==> src/rtl/fp_addsub_param_if.sv <==
// Operand/result channel of the floating-point add/subtract unit.
// Both directions follow valid/ready: a transfer happens on a rising edge where valid and ready are both high.
interface fp_addsub_param_if #(
  parameter int W = 32
);
  logic         valid_i;
  logic         ready_o;
  logic         sub_i;
  logic [W-1:0] x_i;
  logic [W-1:0] y_i;
  logic         valid_o;
  logic         ready_i;
  logic [W-1:0] z_o;
  logic         inf_o;
  logic         nan_o;
  logic         overflow_o;
  logic         underflow_o;

  modport slave (
    input  valid_i, sub_i, x_i, y_i, ready_i,
    output ready_o, valid_o, z_o, inf_o, nan_o, overflow_o, underflow_o
  );

  modport master (
    output valid_i, sub_i, x_i, y_i, ready_i,
    input  ready_o, valid_o, z_o, inf_o, nan_o, overflow_o, underflow_o
  );
endinterface

==> src/rtl/fp_addsub_param.sv <==
// Multi-cycle parametrised floating-point add/subtract with round-to-nearest-even and flush-to-zero.
// One operation in flight; the stages UNPACK..ROUND each take one cycle, DONE holds the result.
module fp_addsub_param #(
  parameter int EXP_W  = 8,
  parameter int FRAC_W = 23
) (
  input  logic                clk_i,
  input  logic                rst_ni,
  fp_addsub_param_if.slave    bus,
  output logic [2:0]          state_o
);
  localparam int W    = 1 + EXP_W + FRAC_W;
  localparam int M    = FRAC_W + 4;
  localparam int LZ_W = $clog2(M) + 1;
  localparam int EW1  = EXP_W + 1;
  localparam logic [EXP_W-1:0] EXP_MAX = '1;

  typedef enum logic [2:0] {
    S_IDLE, S_UNPACK, S_ALIGN, S_ADD, S_NORM, S_ROUND, S_DONE
  } state_t;

  state_t              r_state;
  logic [W-1:0]        r_x, r_y;
  logic                r_sub;
  logic                r_sa, r_sb, r_nan, r_inf, r_inf_s, r_s, r_nuf;
  logic [EXP_W-1:0]    r_ea, r_eb;
  logic [FRAC_W:0]     r_ma, r_mb;
  logic [M-1:0]        r_ma_al, r_mb_al, r_nm;
  logic [M:0]          r_sum;
  logic [EW1-1:0]      r_ne;

  assign state_o = r_state;

  // UNPACK: field split, special detection, magnitude ordering (subnormals count as zero)
  logic [EXP_W-1:0]  w_ex, w_ey;
  logic [FRAC_W-1:0] w_fx, w_fy;
  logic              w_sx, w_sy, w_x_nan, w_y_nan, w_x_inf, w_y_inf, w_swap;
  logic [W-2:0]      w_kx, w_ky;
  logic [FRAC_W:0]   w_mx, w_my;

  assign w_sx    = r_x[W-1];
  assign w_sy    = r_y[W-1] ^ r_sub;
  assign w_ex    = r_x[W-2:FRAC_W];
  assign w_ey    = r_y[W-2:FRAC_W];
  assign w_fx    = r_x[FRAC_W-1:0];
  assign w_fy    = r_y[FRAC_W-1:0];
  assign w_x_nan = (w_ex == EXP_MAX) && (w_fx != '0);
  assign w_y_nan = (w_ey == EXP_MAX) && (w_fy != '0);
  assign w_x_inf = (w_ex == EXP_MAX) && (w_fx == '0);
  assign w_y_inf = (w_ey == EXP_MAX) && (w_fy == '0);
  assign w_kx    = (w_ex == '0) ? '0 : {w_ex, w_fx};
  assign w_ky    = (w_ey == '0) ? '0 : {w_ey, w_fy};
  assign w_swap  = w_ky > w_kx;
  assign w_mx    = (w_ex == '0) ? '0 : {1'b1, w_fx};
  assign w_my    = (w_ey == '0) ? '0 : {1'b1, w_fy};

  // ALIGN: shifts of M or more fall out entirely and survive only in the sticky bit
  logic [EXP_W-1:0] w_d;
  logic [M-1:0]     w_bext, w_mask, w_sh, w_b_al;
  assign w_d    = r_ea - r_eb;
  assign w_bext = {r_mb, 3'b000};
  assign w_mask = ~({M{1'b1}} << w_d);
  assign w_sh   = w_bext >> w_d;
  assign w_b_al = {w_sh[M-1:1], w_sh[0] | (|(w_bext & w_mask))};

  // ADD: b is never larger than a, so the difference cannot go negative
  logic [M:0] w_sum;
  logic       w_sum_s;
  assign w_sum   = (r_sa == r_sb) ? ({1'b0, r_ma_al} + {1'b0, r_mb_al})
                                  : ({1'b0, r_ma_al} - {1'b0, r_mb_al});
  assign w_sum_s = (w_sum == '0) ? (r_sa & r_sb) : r_sa;

  // NORM
  logic [LZ_W-1:0] w_lzc;
  logic            w_found, w_carry, w_n_uf;
  logic [M-1:0]    w_n_m;
  logic [EW1-1:0]  w_n_e;
  always_comb begin
    w_lzc   = '0;
    w_found = 1'b0;
    for (int i = M - 1; i >= 0; i--) begin
      if (!w_found) begin
        if (r_sum[i]) w_found = 1'b1;
        else          w_lzc   = w_lzc + 1'b1;
      end
    end
  end
  assign w_carry = r_sum[M];
  assign w_n_uf  = !w_carry && (r_sum != '0) && (32'(w_lzc) >= 32'(r_ea));
  assign w_n_m   = w_carry ? {r_sum[M:2], r_sum[1] | r_sum[0]} : (r_sum[M-1:0] << w_lzc);
  assign w_n_e   = w_carry ? ({1'b0, r_ea} + 1'b1) : ({1'b0, r_ea} - EW1'(w_lzc));

  // ROUND: an all-zero mantissa after normalisation means an exact zero result
  logic              w_inc, w_ovf, w_zero;
  logic [FRAC_W+1:0] w_rm;
  logic [EW1-1:0]    w_re;
  logic [W-1:0]      w_z;
  logic [3:0]        w_flags;
  assign w_inc  = r_nm[2] & (r_nm[1] | r_nm[0] | r_nm[3]);
  assign w_rm   = {1'b0, r_nm[M-1:3]} + (FRAC_W+2)'(w_inc);
  assign w_re   = r_ne + EW1'(w_rm[FRAC_W+1]);
  assign w_ovf  = w_re >= {1'b0, EXP_MAX};
  assign w_zero = ~|w_rm[FRAC_W+1:FRAC_W];

  always_comb begin
    w_z     = {r_s, w_re[EXP_W-1:0], w_rm[FRAC_W-1:0]};
    w_flags = 4'b0000;  // {inf, nan, overflow, underflow}
    if (r_nan) begin
      w_z     = {1'b0, EXP_MAX, 1'b1, {(FRAC_W-1){1'b0}}};
      w_flags = 4'b0100;
    end else if (r_inf) begin
      w_z     = {r_inf_s, EXP_MAX, {FRAC_W{1'b0}}};
      w_flags = 4'b1000;
    end else if (r_nuf) begin
      w_z     = {r_s, {(W-1){1'b0}}};
      w_flags = 4'b0001;
    end else if (w_zero) begin
      w_z     = {r_s, {(W-1){1'b0}}};
    end else if (w_ovf) begin
      w_z     = {r_s, EXP_MAX, {FRAC_W{1'b0}}};
      w_flags = 4'b1010;
    end
  end

  always_ff @(posedge clk_i or negedge rst_ni) begin
    if (!rst_ni) begin
      r_state <= S_IDLE;
      bus.ready_o <= 1'b1;
      bus.valid_o <= 1'b0;
      bus.z_o <= '0;
      {bus.inf_o, bus.nan_o, bus.overflow_o, bus.underflow_o} <= 4'b0000;
      r_x <= '0; r_y <= '0; r_sub <= 1'b0;
      r_sa <= 1'b0; r_sb <= 1'b0; r_ea <= '0; r_eb <= '0; r_ma <= '0; r_mb <= '0;
      r_nan <= 1'b0; r_inf <= 1'b0; r_inf_s <= 1'b0;
      r_ma_al <= '0; r_mb_al <= '0; r_sum <= '0; r_s <= 1'b0;
      r_nm <= '0; r_ne <= '0; r_nuf <= 1'b0;
    end else begin
      case (r_state)
        S_IDLE: if (bus.valid_i) begin
          r_x <= bus.x_i; r_y <= bus.y_i; r_sub <= bus.sub_i;
          bus.ready_o <= 1'b0;
          r_state <= S_UNPACK;
        end
        S_UNPACK: begin
          r_sa <= w_swap ? w_sy : w_sx;  r_sb <= w_swap ? w_sx : w_sy;
          r_ea <= w_swap ? w_ey : w_ex;  r_eb <= w_swap ? w_ex : w_ey;
          r_ma <= w_swap ? w_my : w_mx;  r_mb <= w_swap ? w_mx : w_my;
          r_nan   <= w_x_nan || w_y_nan || (w_x_inf && w_y_inf && (w_sx != w_sy));
          r_inf   <= w_x_inf || w_y_inf;
          r_inf_s <= w_x_inf ? w_sx : w_sy;
          r_state <= S_ALIGN;
        end
        S_ALIGN: begin
          r_ma_al <= {r_ma, 3'b000};
          r_mb_al <= w_b_al;
          r_state <= S_ADD;
        end
        S_ADD: begin
          r_sum <= w_sum; r_s <= w_sum_s;
          r_state <= S_NORM;
        end
        S_NORM: begin
          r_nm <= w_n_m; r_ne <= w_n_e; r_nuf <= w_n_uf;
          r_state <= S_ROUND;
        end
        S_ROUND: begin
          bus.z_o <= w_z;
          {bus.inf_o, bus.nan_o, bus.overflow_o, bus.underflow_o} <= w_flags;
          bus.valid_o <= 1'b1;
          r_state <= S_DONE;
        end
        S_DONE: if (bus.ready_i) begin
          bus.valid_o <= 1'b0;
          bus.ready_o <= 1'b1;
          r_state <= S_IDLE;
        end
        default: r_state <= S_IDLE;
      endcase
    end
  end
endmodule
==> src/flat_wrapper.sv <==
// flat-port wrapper written by rule: the top's interface ports become plain ports
module fp_addsub_param_flat 
#(
  parameter int EXP_W  = 8,
  parameter int FRAC_W = 23
)
  (clk_i, rst_ni, state_o, bus_valid_i, bus_sub_i, bus_x_i, bus_y_i, bus_ready_i, bus_ready_o, bus_valid_o, bus_z_o, bus_inf_o, bus_nan_o, bus_overflow_o, bus_underflow_o);
  fp_addsub_param_if bus_i ();
  input  logic clk_i;
  input  logic rst_ni;
  output logic [2:0] state_o;
  input wire logic [$bits(bus_i.valid_i)-1:0] bus_valid_i;
  input wire logic [$bits(bus_i.sub_i)-1:0] bus_sub_i;
  input wire logic [$bits(bus_i.x_i)-1:0] bus_x_i;
  input wire logic [$bits(bus_i.y_i)-1:0] bus_y_i;
  input wire logic [$bits(bus_i.ready_i)-1:0] bus_ready_i;
  output wire logic [$bits(bus_i.ready_o)-1:0] bus_ready_o;
  output wire logic [$bits(bus_i.valid_o)-1:0] bus_valid_o;
  output wire logic [$bits(bus_i.z_o)-1:0] bus_z_o;
  output wire logic [$bits(bus_i.inf_o)-1:0] bus_inf_o;
  output wire logic [$bits(bus_i.nan_o)-1:0] bus_nan_o;
  output wire logic [$bits(bus_i.overflow_o)-1:0] bus_overflow_o;
  output wire logic [$bits(bus_i.underflow_o)-1:0] bus_underflow_o;
  assign bus_i.valid_i = bus_valid_i;
  assign bus_i.sub_i = bus_sub_i;
  assign bus_i.x_i = bus_x_i;
  assign bus_i.y_i = bus_y_i;
  assign bus_i.ready_i = bus_ready_i;
  assign bus_ready_o = bus_i.ready_o;
  assign bus_valid_o = bus_i.valid_o;
  assign bus_z_o = bus_i.z_o;
  assign bus_inf_o = bus_i.inf_o;
  assign bus_nan_o = bus_i.nan_o;
  assign bus_overflow_o = bus_i.overflow_o;
  assign bus_underflow_o = bus_i.underflow_o;
  fp_addsub_param #(.EXP_W(EXP_W), .FRAC_W(FRAC_W)) u_core (.clk_i(clk_i), .rst_ni(rst_ni), .bus(bus_i), .state_o(state_o));
endmodule
==> config.mk <==
export PLATFORM = sky130hd
export DESIGN_NAME = fp_addsub_param_flat
export DESIGN_NICKNAME = d
export VERILOG_FILES = /design/src/rtl/fp_addsub_param_if.sv /design/src/rtl/fp_addsub_param.sv /design/src/flat_wrapper.sv
export SDC_FILE = /design/constraint.sdc
export NUM_CORES = 1
export LEC_CHECK = 0
export CAP_MARGIN = 20
export CORE_ASPECT_RATIO = 1.2
export CORE_UTILIZATION = 45
export CTS_BUF_LIST = sky130_fd_sc_hd__clkbuf_16
export DETAILED_ROUTE_END_ITERATION = 10
export SYNTH_ARGS = -nofsm -noshare
export SYNTH_HDL_FRONTEND = slang
export SYNTH_SLANG_ARGS = --single-unit
==> constraint.sdc <==
create_clock -name clk_i -period 24 [get_ports clk_i]
set_clock_uncertainty 0.2 [all_clocks]
set_input_delay 2.4 -clock clk_i [delete_from_list [all_inputs] [get_ports clk_i]]
set_output_delay 2.4 -clock clk_i [all_outputs]
set_load 0.05 [all_outputs]
==> impl_summary.md, run 1 <==
Run status
The run finished with clean final reports.

Setup path
The largest individual stage delay along the critical path comes from the cell dfrtp_1. The worst register-to-register path begins at u_core.r_sum[25]. On the worst path, the slowest cell contributes a delay of 0.46 ns.

The number of buffers and inverters on the critical path is 3. The endpoint of the worst register-to-register path is u_core.r_ne[7]. Along the worst path, the maximum fanout reaches 30. By startpoint and endpoint, the worst setup path is classified as reg2reg.

At the worst endpoint, the arrival time is 18.82 ns. The nature of the critical path startpoint is a register. The first element of the critical path is u_core.r_sum[25]. The cell repeated most along the worst path is ha_1. The minimum setup slack among reg-to-reg paths is 5.45 ns. STA classifies the critical path endpoint as a register. Counting cells, the worst reg-to-reg path comes to 89.

The data required time of the worst path is 24.27 ns. Grouping stages by cell kind, the critical path spends the most delay in adder cells.

Clocking
The post-CTS setup repair buffer count is 0. The number of gates resized after cts is 0. The quantity of hold-fixing buffers added after cts is 0. The cell sitting at the root of the clock tree is a clkbuf_16.

The number of buffers between clock root and the deepest sink is 3. The clock drives 292 sinks. The clock network latency to the later pin of the worst-skew pair is 0.56 ns. The number of buffers created by CTS is 37. The CTS clock-pin slew for the worst setup and hold paths is 0.05 ns. In this run the number of H-tree levels came out at 2. TritonCTS built the clock tree.

Min path
The type of the worst min-delay path is reg2reg. The number of instances on the worst hold path is 2. The startpoint of the worst hold path is u_core.r_ma[0].

The end point of the worst hold path is u_core.r_ma_al[3].

Floorplan
The die outline width is 205 microns. The starting density of the core is 45.5%. The I/O pin count is 110. The total number of placement rows is 89.

The die area is 0.0506 sq mm. The die is 246 microns tall. The standard cell core area is 0.0491 sq mm.

Global routing
The via count of the first global-routing pass was 19.2k. The number of antenna violations at the first check in global routing came to 0. The total congestion overflow is 0. The first global-routing pass estimated 102 mm of wire. Global routing used 25.2% of the available tracks across all layers. The pin count of the biggest net entering global routing is 114.

Detailed routing
The number of detailed-route iterations in the first pass is 5. After detailed routing, the number of remaining DRC violations is 0. The count of nets left with antenna violations after detail routing is 0.

The number of DRC markers in iteration 0 is 1,069. The number of vias after detailed routing is 19.6k. After detailed routing, the average wire length per cell comes to 18.5 microns. The via density per instance is 5.76. For this block, the routed nets add up to 63.1 mm of wire.

Place
Detailed placement finished with a half-perimeter wire length of 47.9 mm. Buffers placed on the I/O ports in this run total 109. The weighted congestion reported at the end of routability-driven placement is 0.928.

Job
The max capacitance violation total is 0.

Timing
The final-report hold violation count is 0. The routed design could run at a clock period as short as 18.55 ns. The number of max-slew violations in the final report is 0. Setup repair after global routing left no endpoint under its margin. The highest attainable clock frequency is 53.9 MHz. For the pin with the worst max-slew slack, the measured transition is 0.992 ns. Dividing the final minimum period by the clock period gives 77.3%. The aggregate negative setup slack is 0 ns. The number of failing setup endpoints in the final timing report is 0.

Headroom to the max-slew limit came out at 33.3%.

Yosys
The synthesized design contains 292 register bits. The synthesized net count is 2,936. The most used flip-flop cell after synthesis is dfrtp_1. The unique cell type count in the Yosys netlist is 99.

The synthesized netlist occupies a cell area of 0.0223 sq mm. The number of synthesized flops with an enable pin is 0. After technology mapping, the gate count stands at 2,741. The fraction of registers with async set or reset after synthesis is 100%. The average footprint of a synthesized cell is 8.15 sq um. The number of warning messages in the yosys log is 0.

Sequential elements use 32.7% of the synthesized area.

Final layout
In the layout the commonest cells are nand2_1 (427), dfrtp_1 (291), o21ai_0 (254). The library cell used most frequently in the layout, excluding fill and tap cells, is nand2_1. The filler cells instantiated in the layout total 4,772.

The combined flip-flop and latch cell area is 0.00731 sq mm. The post-layout net count is 2,944. From synthesis to final layout, the design area changed by 12.1%. The footprint of the multi-input gates is 0.0140 sq mm.

The number of antenna diodes in the final layout is 0. In the final layout, the share of cells above drive strength 1 is 7.46%.
[worst max path at each step]
stage / to / slack [ns] / cells after the start
3_5_place_dp: u_core.r_ne[7] / 5.64 / 89
3_3_place_gp: u_core.r_ne[7] / 6.42 / 89
5_1_grt: u_core.r_ne[7] / 4.30 / 89
4_1_cts: u_core.r_ne[7] / 5.63 / 89
6_report: u_core.r_ne[7] / 5.45 / 89
2_1_floorplan: u_core.r_ne[7] / 7.09 / 92
[layer usage]
metal  vias up  track usage (%)  wire, microns
met3       137             2.83           2270
met4         0             11.5           2750
met2       442             45.1          31800
li1       9689                -              -
met5         -                0              0
met1      9380             30.2          26200
[worst min-delay path, cell delays in order, from the launching register on]
cell     delay [ns]
dfrtp_1        0.34
nand2_1        0.05
nand2_1        0.05
[synth_stat cells, types with 6 or more instances]
cell / instances / share of area [%]
xnor3_1: 7 / 0.71
clkbuf_1: 142 / 2.4
and2_1: 12 / 0.34
o31ai_1: 18 / 0.60
nor2_1: 236 / 4.0
o21bai_1: 11 / 0.37
nand4_1: 26 / 0.73
nor3b_1: 8 / 0.27
or2_2: 9 / 0.25
o211ai_1: 17 / 0.57
a221oi_1: 8 / 0.31
xor2_1: 46 / 1.8
o21ai_1: 7 / 0.16
inv_1: 127 / 2.1
nor2b_1: 39 / 1.1
a21boi_0: 8 / 0.27
or3_1: 17 / 0.48
a21o_1: 23 / 0.77
o22ai_1: 23 / 0.64
ha_1: 123 / 6.9
nand3b_1: 6 / 0.20
nand2_1: 427 / 7.2
o22a_1: 12 / 0.47
o21a_1: 19 / 0.64
and3_1: 22 / 0.62
a21oi_1: 198 / 4.4
nand3_1: 44 / 0.99
nand2b_1: 17 / 0.48
a31oi_1: 46 / 1.3
o32ai_1: 7 / 0.27
o31a_1: 8 / 0.31
mux2i_1: 108 / 4.8
dfrtp_1: 291 / 33
nor4_1: 30 / 0.84
buf_1: 9 / 0.15
nor3_1: 38 / 0.85
o21ai_0: 254 / 5.7
buf_2: 13 / 0.29
mux2_2: 80 / 4.0
a211oi_1: 20 / 0.67
xnor2_1: 72 / 2.8
[cell families after synthesis]
group,after synthesis,synth area share [%]
adders and majority gates,128,7.25
AOI/OAI and AO/OA,737,19.9
and+or+nand+nor,961,19.6
muxes,191,9.17
DFF,292,32.7
buffers and inverters,297,5.16
xor gates and xnor gates,135,6.27
[per-stage QoR]
stage                     worst slack, ns  std cells  util [%]  cell area [sq um]  hold slack (ns)
after detailed placement             5.64       3346      48.6              23900            0.249
after global routing                 4.30       3413      51.0              25000            0.295
after global placement               6.42       3346      48.6              23900            0.253
after floorplan                      7.09       2741         -              22300            0.239
after CTS                            5.63       3412      50.9              25000            0.258
final                                5.45       3413      51.0              25000            0.260
[state kept, by name (all words and copies together), names as in the netlist, 3 cells and up]
name	count
u_core.bus.z_o	32
u_core.r_ea	8
u_core.r_eb	8
u_core.r_ma	24
u_core.r_ma_al	24
u_core.r_mb	24
u_core.r_mb_al	27
u_core.r_ne	9
u_core.r_nm	27
u_core.r_sum	28
u_core.r_x	32
u_core.r_y	32
u_core.state_o	3
[area by class of cell]
| class | instances | share of cell area, % |
|---|---|---|
| clock inverters | 28 | 0.789 |
| repair buffers | 137 | 5.29 |
| multi-input cells | 2152 | 55.8 |
| clock buffers | 38 | 3.80 |
| inverters | 129 | 1.93 |
| flip-flops and latches | 292 | 29.2 |
| well taps | 637 | 3.18 |
Power of run 1 is not shown: default switching activity piles up to over one toggle a cycle in this logic, so the estimate is an artifact.
==> run 2: changes to the inputs <==
- clock period: 24 -> 19.15 ns (I/O delays scaled with it)
==> run 2 against run 1 <==
Count of clock-buffer cells in the layout stayed put; non-clock buffer count is 3 higher; design area is 0.26% higher; die area stayed put; worst setup slack worse by 4.3 ns; cell count hardly changed; global-route usage is 0.16 points higher; first-iteration DRC count is 1.8% lower; critical path type unchanged.
==> impl_summary.md, run 2 (synthesis results as in run 1) <==
Final layout
The antenna diode instance count is 0 (unchanged). The final-layout fill cell count was 4,814 (+0.88%). The top cell types in the final layout, fill and taps aside, are nand2_1 (427), dfrtp_1 (290), o21ai_0 (252). The post-synthesis to final-layout area growth is 12.4%. The largest registers in the layout are u_core.bus.z_o: 32 flops, u_core.r_x: 32 flops, u_core.r_y: 32 flops. The post-layout net count is 2,946 (+0.068%). The share of final-layout standard cells stronger than drive strength 1 is 7.77% (+0.32 points). The leading cell type in the layout, fill and taps excluded is nand2_1.

Setup path
The critical path is of the reg2reg type. For this design, the slowest cell found on the critical path is dfrtp_1. The count of buffer and inverter cells on the critical path is 3 (unchanged). The critical path capture point type is a register.

The cell repeated most along the worst path is ha_1. The data required time of the worst path is 19.42 ns (-4.85 ns). The arrival time at the worst endpoint is 18.31 ns (-0.51 ns).

The maximum single-stage delay on the critical path is 0.53 ns (+0.07 ns). The nature of the critical path startpoint is a register. Grouping stages by cell kind, the critical path spends the most delay in adder cells. The maximum fanout encountered on the critical timing path was 12 (-60%).

Floorplan
The die outline width was 205 microns (unchanged). The starting density of the core came to 45.5% (unchanged). The total number of placement rows is 89 (unchanged).

The I/O pin count is 110 (unchanged). The standard cell core area is 0.0491 sq mm (unchanged). The vertical extent of the die was 246 microns (unchanged). The die area is 0.0506 sq mm (unchanged).

Timing
The aggregate negative setup slack came to 0 ns (unchanged). The actual transition at the worst max-transition pin was 0.953 ns (-0.0392 ns). The number of failing setup endpoints in the final timing report came to 0 (unchanged). The max-slew headroom at the worst pin is 35.9% (+2.6 points). The share of the clock period used by the worst path after layout was 94.2% (+17 points).

Setup repair after global routing left no endpoint under its margin. The number of max-slew violations in the final report is 0 (unchanged). The final period demand of the worst path is 18.04 ns (-0.505 ns).

The final-report hold violation count is 0 (unchanged). The highest attainable clock frequency is 55.4 MHz (+2.8%).

Global routing
The wire length of the first global-routing pass is 103 mm (+0.62%). The pin count of the biggest net entering global routing was 98 (-14%). The total congestion overflow was 0 (unchanged). The number of antenna violations at the first check in global routing is 0 (unchanged). The global-route usage over all layers was 25.4% (+0.16 points). The via count of the first global-routing pass came to 19.3k (+0.70%).

Run status
The flow ran to the end, and the final reports show no timing, DRC or antenna violations.

Clocking
The CTS clock-pin slew for the worst setup and hold paths is 0.06 ns (about the same). The clock network latency to the later pin of the worst-skew pair is 0.55 ns (about the same). The quantity of hold-fixing buffers added after cts was 0 (unchanged).

The CTS tree is built. The post-CTS setup repair buffer count came to 0 (unchanged). The cell sitting at the root of the clock tree is a clkbuf_16. The number of H-tree levels was 2 (unchanged). The number of buffers created by CTS is 36 (-2.7%).

The number of buffers between clock root and the deepest sink is 3 (unchanged). The number of gates resized after cts came to 0 (unchanged). The total clock sinks is 292 (unchanged).

Detailed routing
The count of nets left with antenna violations after detail routing is 0 (unchanged). The number of DRC markers in iteration 0 is 1,050 (-1.8%). The mean routed wirelength per cell is 18.7 microns (+1.2%). The number of vias after detailed routing came to 19.7k (+0.19%).

The via density per instance was 5.76 (+0.10%). The number of detailed-route iterations in the first pass came to 5 (unchanged). The final routed DRC violation total came to 0 (unchanged). The post-detailed-routing wire length came to 63.9 mm (+1.3%).

Job
The max capacitance violation total was 0 (unchanged).

Min path
The type of the worst min-delay path is reg2reg.

Place
The number of buffers inserted by port buffering came to 109 (unchanged). The sum of net half-perimeters after detailed placement is 48.6 mm (+1.5%). The weighted congestion reported at the end of routability-driven placement came to 0.925 (-0.34%).
[run 2: changes by cell type in the layout (fill, tap and decap cells not counted), sizes merged]
cell,previous run,this run
buf,29,32
bufinv,2,3
clkinv,19,16
clkinvlp,0,1
inv,136,137
[run 2: worst register-to-register path, delay by kind of cell (launching register included)]
family | cells | cell delay (ns)
adder cells (fa/ha/maj) | 25 | 7.50
flip-flops | 1 | 0.53
multiplexers | 10 | 1.66
buffers and inverters | 3 | 0.42
AO/OA/AOI/OAI | 33 | 5.64
XOR/XNOR | 1 | 0.16
AND/OR/NAND/NOR | 17 | 1.88
[run 2: path summary, 6_finish.rpt]
kind / start / endpoint / slack [ns] / depth (start not counted)
worst min-delay path: u_core.r_ma[0] / u_core.r_ma_al[3] / 0.26 / 2
worst max-delay path: u_core.r_sum[24] / u_core.r_ne[7] / 1.11 / 89
max in group asynchronous: rst_ni / u_core.r_y[27] / 16.29 / 2
worst min register to register: u_core.r_ma[0] / u_core.r_ma_al[3] / 0.26 / 2
worst max register to register: u_core.r_sum[24] / u_core.r_ne[7] / 1.11 / 89
min in group asynchronous: rst_ni / u_core.r_mb_al[10] / 1.17 / 1
[run 2: final cells by class]
class | instances | area (sq um) | area share (%)
Inverter | 129 | 484 | 1.93
Tap cell | 637 | 797 | 3.17
Clock inverter | 28 | 216 | 0.862
Sequential cell | 292 | 7310 | 29.1
Timing Repair Buffer | 140 | 1370 | 5.45
Multi-Input combinational cell | 2152 | 14000 | 55.7
Clock buffer | 38 | 951 | 3.79
[run 2: per-stage QoR]
stage	cell area, sq um	worst slack (ns)	std cells	hold slack [ns]	utilization (%)
CTS	25100	1.03	3414	0.262	51.0
detailed placement	23900	1.06	3348	0.248	48.6
floorplan	22300	2.24	2741	0.239	-
finish	25100	1.11	3416	0.257	51.1
global route	25100	0.0344	3416	0.298	51.1
global placement	23900	1.78	3348	0.249	48.6
[run 2: per-layer routing]
metal	GRT usage (%)	wire, microns	up-vias	share of wire [%]
met5	0	0	-	0
met4	10.4	2550	0	4.0
met3	2.65	1830	124	2.9
met2	45.9	32500	413	51
met1	30.4	27000	9463	42
li1	-	-	9685	-
Power of run 2 is left out for the same reason.
==> run 3: changes to the inputs <==
- SLEW_MARGIN: unset -> 10
==> run 3 against run 2 <==
Fmax is 0.16% higher; first-iteration DRC count is 0.48% higher; core utilization hardly changed; sequential share of layout area hardly changed; register-to-register slack better by 0.03 ns; via count is 0.24% higher; non-clock buffer count stayed put; highest routed layer unchanged; global-route usage stayed put; wire length is 0.12% higher.
==> impl_summary.md, run 3 (synthesis results as in run 1) <==
Detailed routing
The mean routed wirelength per cell is 18.7 microns (+0.12%). The count of nets left with antenna violations after detail routing is 0 (unchanged). The number of detailed-route iterations in the first pass is 5 (unchanged).

The post-detailed-routing wire length came to 63.9 mm (+0.12%). The number of DRC markers in iteration 0 is 1,055 (+0.48%). The final routed DRC violation total is 0 (unchanged).

The number of vias after detailed routing came to 19.7k (+0.24%). The via density per instance was 5.78 (+0.24%).

Setup path
The number of cell instances on the worst register-to-register path is 89 (unchanged). The worst register-to-register path begins at u_core.r_sum[24]. The minimum setup slack among reg-to-reg paths is 1.14 ns (+0.03 ns). The nature of the critical path startpoint is a register. The maximum single-stage delay on the critical path is 0.53 ns (about the same).

The cell repeated most along the worst path is ha_1. The data required time of the worst path is 19.42 ns (about the same). For this design, the slowest cell found on the critical path is dfrtp_1. The endpoint of the worst register-to-register path is u_core.r_ne[7]. The arrival time at the worst endpoint was 18.29 ns (-0.02 ns). The maximum fanout encountered on the critical timing path is 12 (unchanged). The startpoint-to-endpoint class of the critical path is reg2reg. STA classifies the critical path endpoint as a register.

Global routing
The pin count of the biggest net entering global routing is 98 (unchanged). The number of antenna violations at the first check in global routing was 0 (unchanged). The via count of the first global-routing pass is 19.3k (unchanged).

The global-route usage over all layers came to 25.4% (unchanged). The wire length of the first global-routing pass was 103 mm (unchanged). The total congestion overflow is 0 (unchanged).

Floorplan
The vertical extent of the die is 246 microns (unchanged). The I/O pin count was 110 (unchanged). The total number of placement rows is 89 (unchanged). The die area is 0.0506 sq mm (unchanged).

The standard cell core area is 0.0491 sq mm (unchanged). The die outline width is 205 microns (unchanged). The starting density of the core came to 45.5% (unchanged).

Final layout
The post-layout net count came to 2,946 (unchanged). The final-layout fill cell count is 4,814 (unchanged). The final cell count without fillers is 3,416 (unchanged). Leaving out fill and tap cells, the most frequent cell in the layout is nand2_1.

The antenna diode instance count came to 0 (unchanged). The top cell types in the final layout, fill and taps aside, are nand2_1 (427), dfrtp_1 (290), o21ai_0 (252). The post-synthesis to final-layout area growth is 12.3% (about the same). The share of final-layout standard cells stronger than drive strength 1 was 7.77% (unchanged). The largest registers in the layout are u_core.bus.z_o: 32 flops, u_core.r_x: 32 flops, u_core.r_y: 32 flops.

Place
The number of buffers inserted by port buffering is 109 (unchanged). The weighted congestion reported at the end of routability-driven placement is 0.925 (unchanged). The sum of net half-perimeters after detailed placement is 48.6 mm (unchanged). The instance count after placement with tap cells included came to 3,348 (unchanged).

Min path
The startpoint of the worst hold path is u_core.r_ma[0]. The path with the worst hold slack has its endpoint at u_core.r_ma_al[3]. The number of instances on the worst hold path is 2 (unchanged).

The type of the worst min-delay path is reg2reg.

Timing
The actual transition at the worst max-transition pin came to 0.916 ns (-0.0362 ns). The aggregate negative setup slack was 0 ns (unchanged). The share of the clock period used by the worst path after layout is 94.1% (-0.15 points). The highest attainable clock frequency was 55.5 MHz (+0.16%). The max-slew headroom at the worst pin came to 38.4% (+2.4 points). Setup repair after global routing left no endpoint under its margin. The number of max-slew violations in the final report came to 0 (unchanged). The number of failing setup endpoints in the final timing report was 0 (unchanged). The final-report hold violation count is 0 (unchanged). The final period demand of the worst path is 18.01 ns (-0.0280 ns).

Clocking
The cell at the root of the clock tree is clkbuf_16. The number of buffers created by CTS came to 36 (unchanged). The CTS clock-pin slew for the worst setup and hold paths was 0.06 ns (about the same). The number of buffers between clock root and the deepest sink is 3 (unchanged). The clock network latency to the later pin of the worst-skew pair is 0.55 ns (about the same). The number of H-tree levels came to 2 (unchanged). The total clock sinks is 292 (unchanged). The CTS tree is built.

Job
The max capacitance violation total came to 0 (unchanged).

Run status
The run finished with clean final reports.
## run 3: cell counts in the layout (fill, tap and decap cells not counted)
Identical to the previous run, type by type.
## run 3: worst max path at each step
stage / cells past startpoint / endpoint / slack [ns] / startpoint
after floorplan: 92 / u_core.r_ne[7] / 2.24 / u_core.r_sum[25]
after global placement: 89 / u_core.r_ne[7] / 1.78 / u_core.r_sum[25]
after detailed placement: 89 / u_core.r_ne[7] / 1.06 / u_core.r_sum[25]
after CTS: 89 / u_core.r_ne[7] / 1.03 / u_core.r_sum[25]
after global routing: 89 / u_core.r_ne[7] / 0.03 / u_core.r_sum[26]
final: 89 / u_core.r_ne[7] / 1.14 / u_core.r_sum[24]
## run 3: final cells by class
class / count / area (sq um) / area share [%]
inverters: 129 / 484 / 1.93
flip-flops and latches: 292 / 7310 / 29.1
clock inverters: 28 / 216 / 0.862
multi-input cells: 2152 / 14000 / 55.7
repair buffers: 140 / 1360 / 5.40
well taps: 637 / 797 / 3.18
clock buffers: 38 / 951 / 3.79
## run 3: what timing repair did
item / 4_1_cts / 5_1_grt
hold buffers: 0 / 0
gates resized for setup: 0 / 4
buffers inserted: 0 / 0
setup endpoints to repair: 0 / 2
## run 3: per-stage QoR
| step | hold WS, ns | setup WS [ns] | area [sq um] | utilization, % |
|---|---|---|---|---|
| after floorplan | 0.239 | 2.24 | 22300 | - |
| after global placement | 0.249 | 1.78 | 23900 | 48.6 |
| after detailed placement | 0.248 | 1.06 | 23900 | 48.6 |
| after CTS | 0.262 | 1.03 | 25100 | 51.0 |
| after global routing | 0.298 | 0.0344 | 25100 | 51.1 |
| final | 0.257 | 1.14 | 25100 | 51.1 |
## run 3: routing by layer
layer	vias to the layer above	track usage (%)	wire [microns]
li1	9698	-	-
met5	-	0	0
met2	409	45.9	32600
met3	118	2.65	1840
met4	0	10.4	2500
met1	9507	30.4	27000
## run 3: worst max-delay path: cells and delay by family (launching register included)
| family | cells | cell delay, ns |
|---|---|---|
| simple gates | 17 | 1.87 |
| mux | 10 | 1.66 |
| xor+xnor | 1 | 0.16 |
| flops | 1 | 0.53 |
| buf+inv | 3 | 0.41 |
| fa+ha+maj | 25 | 7.49 |
| compound gates | 33 | 5.62 |
Power of run 3 is left out for the same reason.
